### config.mk
export PLATFORM = sky130hd
export DESIGN_NAME = mc_burst_seq
export DESIGN_NICKNAME = d
export VERILOG_FILES = /design/src/rtl/mc_burst_pkg.sv /design/src/rtl/mc_burst_inc.sv /design/src/rtl/mc_burst_seq.sv
export SDC_FILE = /design/constraint.sdc
export NUM_CORES = 1
export LEC_CHECK = 0
export CORE_ASPECT_RATIO = 1.2
export CORE_MARGIN = 4
export CORE_UTILIZATION = 46
export CTS_BUF_LIST = sky130_fd_sc_hd__clkbuf_4
export DETAILED_ROUTE_END_ITERATION = 16
export HOLD_SLACK_MARGIN = 0.1
export PLACE_DENSITY = 0.8
export SETUP_SLACK_MARGIN = 0.05
export SLEW_MARGIN = 20
export SYNTH_ARGS = -nofsm -noshare
export SYNTH_HDL_FRONTEND = slang
export SYNTH_SLANG_ARGS = --single-unit
### constraint.sdc
create_clock -name clk -period 2.94 [get_ports clk]
set_clock_uncertainty 0.1 [all_clocks]
set_input_delay 0.294 -clock clk [delete_from_list [all_inputs] [get_ports clk]]
set_output_delay 0.294 -clock clk [all_outputs]
set_load 0.02 [all_outputs]
### src/rtl/mc_burst_pkg.sv
// mc_burst_pkg: shared definitions for the burst address sequencer.
//   mc_bs_state_e    : two-state sequencer encoding (IDLE / RUN)
//   MC_BS_WRAP_LENS  : burst lengths (in beats) that may wrap
//   mc_bs_mask_width : log2 of a legal wrap length, 0 for any other length
package mc_burst_pkg;

  typedef enum logic {
    MC_BS_IDLE = 1'b0,
    MC_BS_RUN  = 1'b1
  } mc_bs_state_e;

  localparam int unsigned MC_BS_NUM_WRAP_LENS = 4;
  localparam int unsigned MC_BS_WRAP_LENS [MC_BS_NUM_WRAP_LENS] = '{2, 4, 8, 16};

  // Returns the number of low address bits that wrap for a burst of
  // `beats` beats, or 0 when that length cannot wrap (run as linear).
  function automatic int unsigned mc_bs_mask_width(input int unsigned beats);
    mc_bs_mask_width = 0;
    for (int unsigned i = 0; i < MC_BS_NUM_WRAP_LENS; i++) begin
      if (beats == MC_BS_WRAP_LENS[i]) begin
        mc_bs_mask_width = $clog2(MC_BS_WRAP_LENS[i]);
      end
    end
  endfunction

endpackage

### src/rtl/mc_burst_inc.sv
// mc_burst_inc: split-carry pipelined incrementer.
//   inc_out = inc_in + 1 (mod 2^AW), one clock after inc_in is presented.
//   The low half sum and its carry-out are registered; the high half is
//   registered raw and the carry is added combinationally on the output.
// Ports:
//   clk, rst_n : clock, asynchronous active-low reset
//   inc_in     : value to increment (sampled each rising edge)
//   inc_out    : registered inc_in + 1
module mc_burst_inc
  import mc_burst_pkg::*;
#(
  parameter int unsigned AW = 32
) (
  input  logic          clk,
  input  logic          rst_n,
  input  logic [AW-1:0] inc_in,
  output logic [AW-1:0] inc_out
);

  localparam int unsigned LOW  = AW / 2;
  localparam int unsigned HIGH = AW - LOW;

  logic [LOW:0]    lo_sum;
  logic [LOW-1:0]  lo_q;
  logic [HIGH-1:0] hi_q;
  logic            carry_q;

  assign lo_sum = {1'b0, inc_in[LOW-1:0]} + (LOW+1)'(1);

  // Reset image matches inc_in == 0, so inc_out == 1 out of reset.
  always_ff @(posedge clk or negedge rst_n) begin
    if (!rst_n) begin
      lo_q    <= LOW'(1);
      carry_q <= 1'b0;
      hi_q    <= '0;
    end else begin
      lo_q    <= lo_sum[LOW-1:0];
      carry_q <= lo_sum[LOW];
      hi_q    <= inc_in[AW-1:LOW];
    end
  end

  assign inc_out = {hi_q + HIGH'(carry_q), lo_q};

endmodule

### src/rtl/mc_burst_seq.sv
// mc_burst_seq: burst address sequencer.
//   Accepts (start_addr, start_len = beats-1, start_wrap) on a valid/ready
//   handshake and issues one beat address per cycle on addr/addr_valid,
//   flagging the final beat with addr_last. abort cancels any burst.
// Ports:
//   clk, rst_n                          : clock, async active-low reset
//   start_valid/start_ready             : command handshake
//   start_addr, start_len, start_wrap   : command fields
//   addr_valid/addr_ready, addr, addr_last : beat address handshake
//   abort                               : synchronous burst cancel
//   busy                                : burst in progress
// Build option: MC_BURST_WRAP_EN enables wrapping bursts; without it
// start_wrap is ignored and every burst is linear.
module mc_burst_seq
  import mc_burst_pkg::*;
#(
  parameter int unsigned AW = 32,
  parameter int unsigned LW = 8
) (
  input  logic          clk,
  input  logic          rst_n,
  input  logic          start_valid,
  output logic          start_ready,
  input  logic [AW-1:0] start_addr,
  input  logic [LW-1:0] start_len,
  input  logic          start_wrap,
  output logic          addr_valid,
  input  logic          addr_ready,
  output logic [AW-1:0] addr,
  output logic          addr_last,
  input  logic          abort,
  output logic          busy
);

  mc_bs_state_e  state_q, state_d;
  logic [AW-1:0] addr_q, addr_d;
  logic [LW-1:0] beats_q, beats_d;
  logic [AW-1:0] inc_out;
  logic [AW-1:0] next_addr;
  logic          load;

  // The incrementer is fed the value addr_q is about to take, so one cycle
  // later inc_out already equals addr_q + 1 and issue never waits on it.
  mc_burst_inc #(
    .AW (AW)
  ) u_inc (
    .clk     (clk),
    .rst_n   (rst_n),
    .inc_in  (addr_d),
    .inc_out (inc_out)
  );

`ifdef MC_BURST_WRAP_EN
  logic [AW-1:0] mask_q, mask_d;
  int unsigned   wrap_k;

  always_comb begin
    wrap_k = mc_bs_mask_width(32'(start_len) + 32'd1);
    mask_d = '1;
    if (start_wrap && (wrap_k != 0)) begin
      mask_d = (AW'(1) << wrap_k) - AW'(1);
    end
  end

  always_ff @(posedge clk or negedge rst_n) begin
    if (!rst_n) begin
      mask_q <= '1;
    end else if (load) begin
      mask_q <= mask_d;
    end
  end

  // Bits under the mask take the incremented value, the rest hold.
  assign next_addr = (addr_q & ~mask_q) | (inc_out & mask_q);
`else
  logic unused_wrap;
  assign unused_wrap = start_wrap;
  assign next_addr   = inc_out;
`endif

  always_comb begin
    state_d = state_q;
    addr_d  = addr_q;
    beats_d = beats_q;
    load    = 1'b0;
    if (abort) begin
      state_d = MC_BS_IDLE;
    end else begin
      case (state_q)
        MC_BS_IDLE: begin
          if (start_valid) begin
            load    = 1'b1;
            addr_d  = start_addr;
            beats_d = start_len;
            state_d = MC_BS_RUN;
          end
        end
        MC_BS_RUN: begin
          if (addr_ready) begin
            if (beats_q == '0) begin
              state_d = MC_BS_IDLE;
            end else begin
              addr_d  = next_addr;
              beats_d = beats_q - LW'(1);
            end
          end
        end
        default: state_d = MC_BS_IDLE;
      endcase
    end
  end

  always_ff @(posedge clk or negedge rst_n) begin
    if (!rst_n) begin
      state_q <= MC_BS_IDLE;
      addr_q  <= '0;
      beats_q <= '0;
    end else begin
      state_q <= state_d;
      addr_q  <= addr_d;
      beats_q <= beats_d;
    end
  end

  assign start_ready = (state_q == MC_BS_IDLE);
  assign busy        = (state_q == MC_BS_RUN);
  assign addr_valid  = (state_q == MC_BS_RUN);
  assign addr_last   = (state_q == MC_BS_RUN) && (beats_q == '0);
  assign addr        = addr_q;

endmodule
# After elaboration in Yosys (flattened, before gate mapping)

Cells that the tools add are included.

Output and inout port bits: 36
Input bits: 46
Bits in registers: 74
Logic and storage cells: 31

Multiplexer cells: 14
Bitwise gates (word level): 2
Add/subtract/negate cells: 3
Reductions and logical operators: 3
Equal/unequal tests: 3

Operators by type and width:

| cell                                                                | number |
|---|---|
| 32-bit two-way mux                                                  | 4 |
| 32-bit case mux with 2 select lines                                 | 1 |
| 8-bit two-way mux                                                   | 3 |
| 16-bit by 1-bit adder with 17-bit output (second input constant)    | 1 |
| 16-bit by 1-bit adder with 16-bit output                            | 1 |
| 8-bit case mux with 2 select lines                                  | 1 |
| 8-bit logical NOT                                                   | 1 |
| 8-bit by 1-bit subtractor with 8-bit output (second input constant) | 1 |
| 2-bit inequality test (second input constant)                       | 3 |
| 1-bit two-way mux                                                   | 4 |
| 4-bit AND reduction                                                 | 1 |
| 1-bit NOT                                                           | 2 |
| 1-bit case mux with 2 select lines                                  | 1 |
| 1-bit logical AND                                                   | 1 |

# Logic depth before layout (Yosys ltp)

Depth after elaboration: 6
Gate-level depth with buffers: 12
Mapped depth without buffers: 11

# Cells and area by module

A second synthesis with hierarchy kept.

Cell total of the unflattened synthesis: 327
Area total of the unflattened synthesis: 3,462.1 um^2

By module, submodules not included:

| module       | cells an instance | sequential area each (um^2) | area an instance (um^2) | times used |
|---|---|---|---|---|
| mc_burst_seq | 216               | 1,026.0                     | 2,052.0                 | 1 |
| mc_burst_inc | 111               | 827.0                       | 1,410.1                 | 1 |

# Worst setup path after synthesis

No wires, ideal clock.

Path kind: register to register
From: reg beats_q[0]
To: reg u_inc.lo_q[10]
Cell stages (with the launch flop): 13
Required time: 2.714 ns
Arrival time: 2.742 ns
Setup slack: -0.028 ns
Path buffers: 1
Period minus slack after synthesis: 2.968 ns
Setup time: 0.126 ns
Cell sequence: dfrtp_1 -> inv_1 -> ha_1 -> nor4b_2 -> a21boi_1 -> nor2_2 -> clkbuf_1 -> a211o_1 -> ha_1 -> nor2b_1 -> and2_1 -> nand4_1 -> xnor2_1

Cells in the longest elaborated chain, start to end: 6

Ends and longest elaborated chain:

| element                                  | RTL line            | RTL |
|---|---|---|
| start, declared                          | mc_burst_seq.sv:37  | `logic [LW-1:0] beats_q, beats_d;` |
| start signal, assigned                   | mc_burst_seq.sv:121 | `beats_q <= beats_d;` |
| 8-bit logical NOT                        | mc_burst_seq.sv:100 | `if (beats_q == '0) begin` |
| 32-bit two-way mux                       | mc_burst_seq.sv:100 |  |
| 32-bit two-way mux                       | mc_burst_seq.sv:99  | `if (addr_ready) begin` |
| 32-bit case mux with 2 select lines      | mc_burst_seq.sv:89  | `case (state_q)` |
| 32-bit two-way mux                       | mc_burst_seq.sv:86  | `if (abort) begin` |
| named net addr_d[1]                      | mc_burst_seq.sv:36  | `logic [AW-1:0] addr_q, addr_d;` |
| 16-bit by 1-bit adder with 17-bit output | mc_burst_inc.sv:28  | `assign lo_sum = {1'b0, inc_in[LOW-1:0]} + (LOW+1)'(1);` |
| named net u_inc.lo_sum[10]               | mc_burst_inc.sv:23  | `logic [LOW:0] lo_sum;` |
| end signal, assigned                     | mc_burst_inc.sv:37  | `lo_q <= lo_sum[LOW-1:0];` |
| end, declared                            | mc_burst_inc.sv:24  | `logic [LOW-1:0] lo_q;` |

The timed path passes the listed nets, and every way through them passes these cells.
A chain may end at the register's enable or synchronous reset.

# Worst setup path after layout

From: reg beats_q[0]
To: reg u_inc.lo_q[6]

The elaborated chain is that of the path after synthesis.

==> summary.md <==
| Metric | Value |
|---|---|
| Required time of the critical path | around 3.1 ns |
| Yosys top cell by area | sky130_fd_sc_hd__dfrtp_1 |
| Maximum net fanout on the critical path | 5 |
| Area of the core | 6526 µm² |
| Combined area of the multi-input logic cells | around 1600 µm² |
| Critical Path Start Type | flip-flop |
| Leading cell type in the layout, fill and taps excluded | sky130_fd_sc_hd__clkdlybuf4s50_1 |
| I/O pin count | 82 |
| Routability congestion estimate from global placement | ~0.84 |
| Final hold violations | 0 |
| Remaining routing DRC violations | 0 |
| Status | completed |
| CTS Root Buffer Type | sky130_fd_sc_hd__clkbuf_4 |
| Layout-stage area growth over the synthesis result | 38.30% |
| EDFF count, synth | 0 |
| DRT Pass-1 Iters | 5 |
| Final worst-path cycle share | a little over 90% |
| Level count of the clock H-tree | 3 |
| Clock edge transition at the registers on the reported setup and hold paths | 0.11 ns |
| Max Cap Violations | 0 |
| Setup TNS Final | 0 ns |
| Tot GR Track Use | ~21% |
| Final number of max-transition violations | 0 |
| Die height | around 98 µm |
| Overflow left after global routing | 0 |
| Setup violation total in the final timing report | 0 |
| Most used cells in the layout excluding fill and tap cells | sky130_fd_sc_hd__clkdlybuf4s50_1, sky130_fd_sc_hd__dfrtp_1, sky130_fd_sc_hd__a21oi_1 |
| Total Nets Final | between 400 and 500 |
| Remaining antenna violation count after routing | 0 |
| Clock tree from TritonCTS | built |
| Final cell count without fillers | ~520 |
| Async SR Flop Fraction | 100.0% |
| Total of warnings raised by yosys | 0 |
| Sequential cell area | between 1000 and 1500 µm² |
| Achievable clock frequency | about 0.36 GHz |
| Leak pwr | 1.808 nW |
| Vias after detailed routing | just under 3000 |
| Prevailing post-synth register cell | sky130_fd_sc_hd__dfrtp_1 |
| Inserted Clock Buffers | 9 |
| Row count | 32 |
| Normalized max-slew margin | just under 60% |
| Synth area leaders | sky130_fd_sc_hd__dfrtp_1, sky130_fd_sc_hd__a21oi_1, sky130_fd_sc_hd__o21ai_0, sky130_fd_sc_hd__nand2_1, sky130_fd_sc_hd__nor2_1 |
| Portion of the post-synthesis area used by sequential elements | approximately 46% |
| RSZ-0062 raised after global routing | false |
| Number of antenna violations at the first check in global routing | 0 |
| Average instance area after synthesis | around 9.5 µm² |
| Path category of the worst min-delay check | in -> async |
| Floorplan die area | between 8000 and 9000 µm² |
| CTS Sinks | 58 |
| First-pass GRT wire length | around 14000 µm |
| Pin count of the biggest net entering global routing | slightly below 50 |
| Worst-case clock buffer depth | 2 |
| Netlist area before placement | around 3100 µm² |
| CP endpoint kind | flip-flop |
| Detailed-placement wirelength estimate | 6088 µm |
| Actual slew at the worst max-slew pin | 0.6186 ns |
| Starting density of the core | 47.95% |
| DR iter-0 viols | just over 200 |
| Cell area power density | roughly 620 nW/µm² |
| Dpl cells | approximately 500 |
| Start-to-end type of the worst setup path | reg -> reg |
| Routed wire per std cell | between 15 and 20 µm |
| Mean number of vias per cell | between 5 and 6 |
| Horizontal die dimension | 83.29 µm |
| Register bit count reported by yosys | between 50 and 60 |
| Arrival time of the worst setup path | 2.93 ns |
| Syn nets | between 300 and 400 |
| Total routed wirelength | 8527 µm |
| Via count of the first global-routing pass | about 2900 |
| Fill cell instance count of the final layout | 522 |
| Post-layout minimum cycle time | ~2.7 ns |
| Cell variety after synth | just over 60 |
| Clock Latency Late Sink | between 0.4 and 0.5 ns |
| Peak supply drop | around 0.32 mV |
| Post-Synthesis Cells | roughly 330 |
| Top cell type's share of synthesized area | 45.58% |
| Fraction of layout instances using a drive strength above 1 | 14.35% |
| Number of buffers added on ports | 80 |
| Diodes inserted | 0 |
-- stage by stage --
| stage | power [W] | util (%) | cell area (µm²) | setup WS [ns] | hold WS [ns] |
|---|---|---|---|---|---|
| finish | 0.002705 | 66.32 | 4328 | 0.1989 | 0.3237 |
| global placement | 0.002002 | 63.09 | 4118 | 0.1200 | 0.3978 |
| floorplan | 0.001609 | - | 3134 | 0.1020 | -0.1016 |
| detailed placement | 0.002030 | 63.09 | 4118 | -0.03734 | 0.4120 |
| CTS | 0.002702 | 65.89 | 4300 | 0.06023 | 0.3672 |
| global route | 0.002870 | 66.32 | 4328 | 0.06086 | 0.3750 |
-- path summary, 6_finish.rpt --
path                                 from             to  slack, ns  cells past startpoint
setup / recovery               beats_q[0]  u_inc.lo_q[6]       0.20                     10
setup reg to reg               beats_q[0]  u_inc.lo_q[6]       0.20                     10
hold reg to reg                  addr[31]       addr[31]       0.44                      2
min in group clk           start_addr[21]  u_inc.hi_q[5]       0.38                      3
hold / removal                      rst_n     beats_q[1]       0.32                      2
max in group asynchronous           rst_n       addr[15]       1.81                      3
-- final cells by class --
cell class | instances | share of cell area [%]
sequential | 58 | 33.56
timing repair buffer | 102 | 22.58
inverter | 17 | 1.474
tap | 85 | 2.457
clock buffer | 9 | 1.561
clock inverter | 7 | 2.168
multi-input combinational | 239 | 36.20
-- repair_timing --
action	in CTS	in global routing
setup endpoints to repair	4	11
gates resized for setup	3	7
endpoints found under the hold margin	46	0
hold buffers	1	0
pin swaps	0	1
setup buffers	0	1
-- state kept, by name, summed over array words and instances (netlist names) --
name	cells
u_inc.lo_q	16
addr_valid	1
addr	17
u_inc.carry_q	1
beats_q	8
u_inc.hi_q	15
-- kinds of logic (layout without fill, tap and decap cells) --
kind of cell / count (synthesis) / in the layout / share of synthesized area [%]
muxes: 2 / 2 / 0.6398
adders and majority gates: 4 / 4 / 1.599
and+or+nand+nor: 110 / 110 / 19.35
DFF: 58 / 58 / 46.42
buffers and inverters: 34 / 135 / 4.598
AOI/OAI and AO/OA: 111 / 111 / 24.03
xor gates and xnor gates: 12 / 12 / 3.359
-- report_power, final --
| part | switching, W | internal [W] |
|---|---|---|
| registers | 0.000166 | 0.000982 |
| logic | 0.000464 | 0.000434 |
| clock network | 0.000316 | 0.000342 |
| total | 0.000946 | 0.00176 |
-- per-layer routing --
layer	wire length, µm	global-route usage (%)	up-vias
met5	0	0	-
met4	222	11.07	0
met3	630	5.148	21
met2	4179	34.63	136
met1	3495	26.72	1394
li1	-	-	1414
-- cell usage after synthesis (all sizes together), types with 5 or more instances --
cell and instances:
xor2 5, o21ai 28, o22ai 9, inv 17, a21oi 33, nor2 24, nor3 9, nand2 25
clkbuf 13, dfrtp 57, and3 6, a22oi 9, nand4 5, nand3 17, nand2b 5, xnor2 7
-- worst max-delay path, stage by stage, from the launching register on --
cell	delay [ns]
sky130_fd_sc_hd__dfrtp_1	0.42
sky130_fd_sc_hd__inv_2	0.09
sky130_fd_sc_hd__ha_4	0.15
sky130_fd_sc_hd__or4b_4	0.51
sky130_fd_sc_hd__o211a_1	0.26
sky130_fd_sc_hd__a211o_1	0.25
sky130_fd_sc_hd__ha_1	0.21
sky130_fd_sc_hd__nor2b_2	0.18
sky130_fd_sc_hd__and2_4	0.20
sky130_fd_sc_hd__a21oi_1	0.17
sky130_fd_sc_hd__a21oi_1	0.07
(Power assumes the default switching activity.)
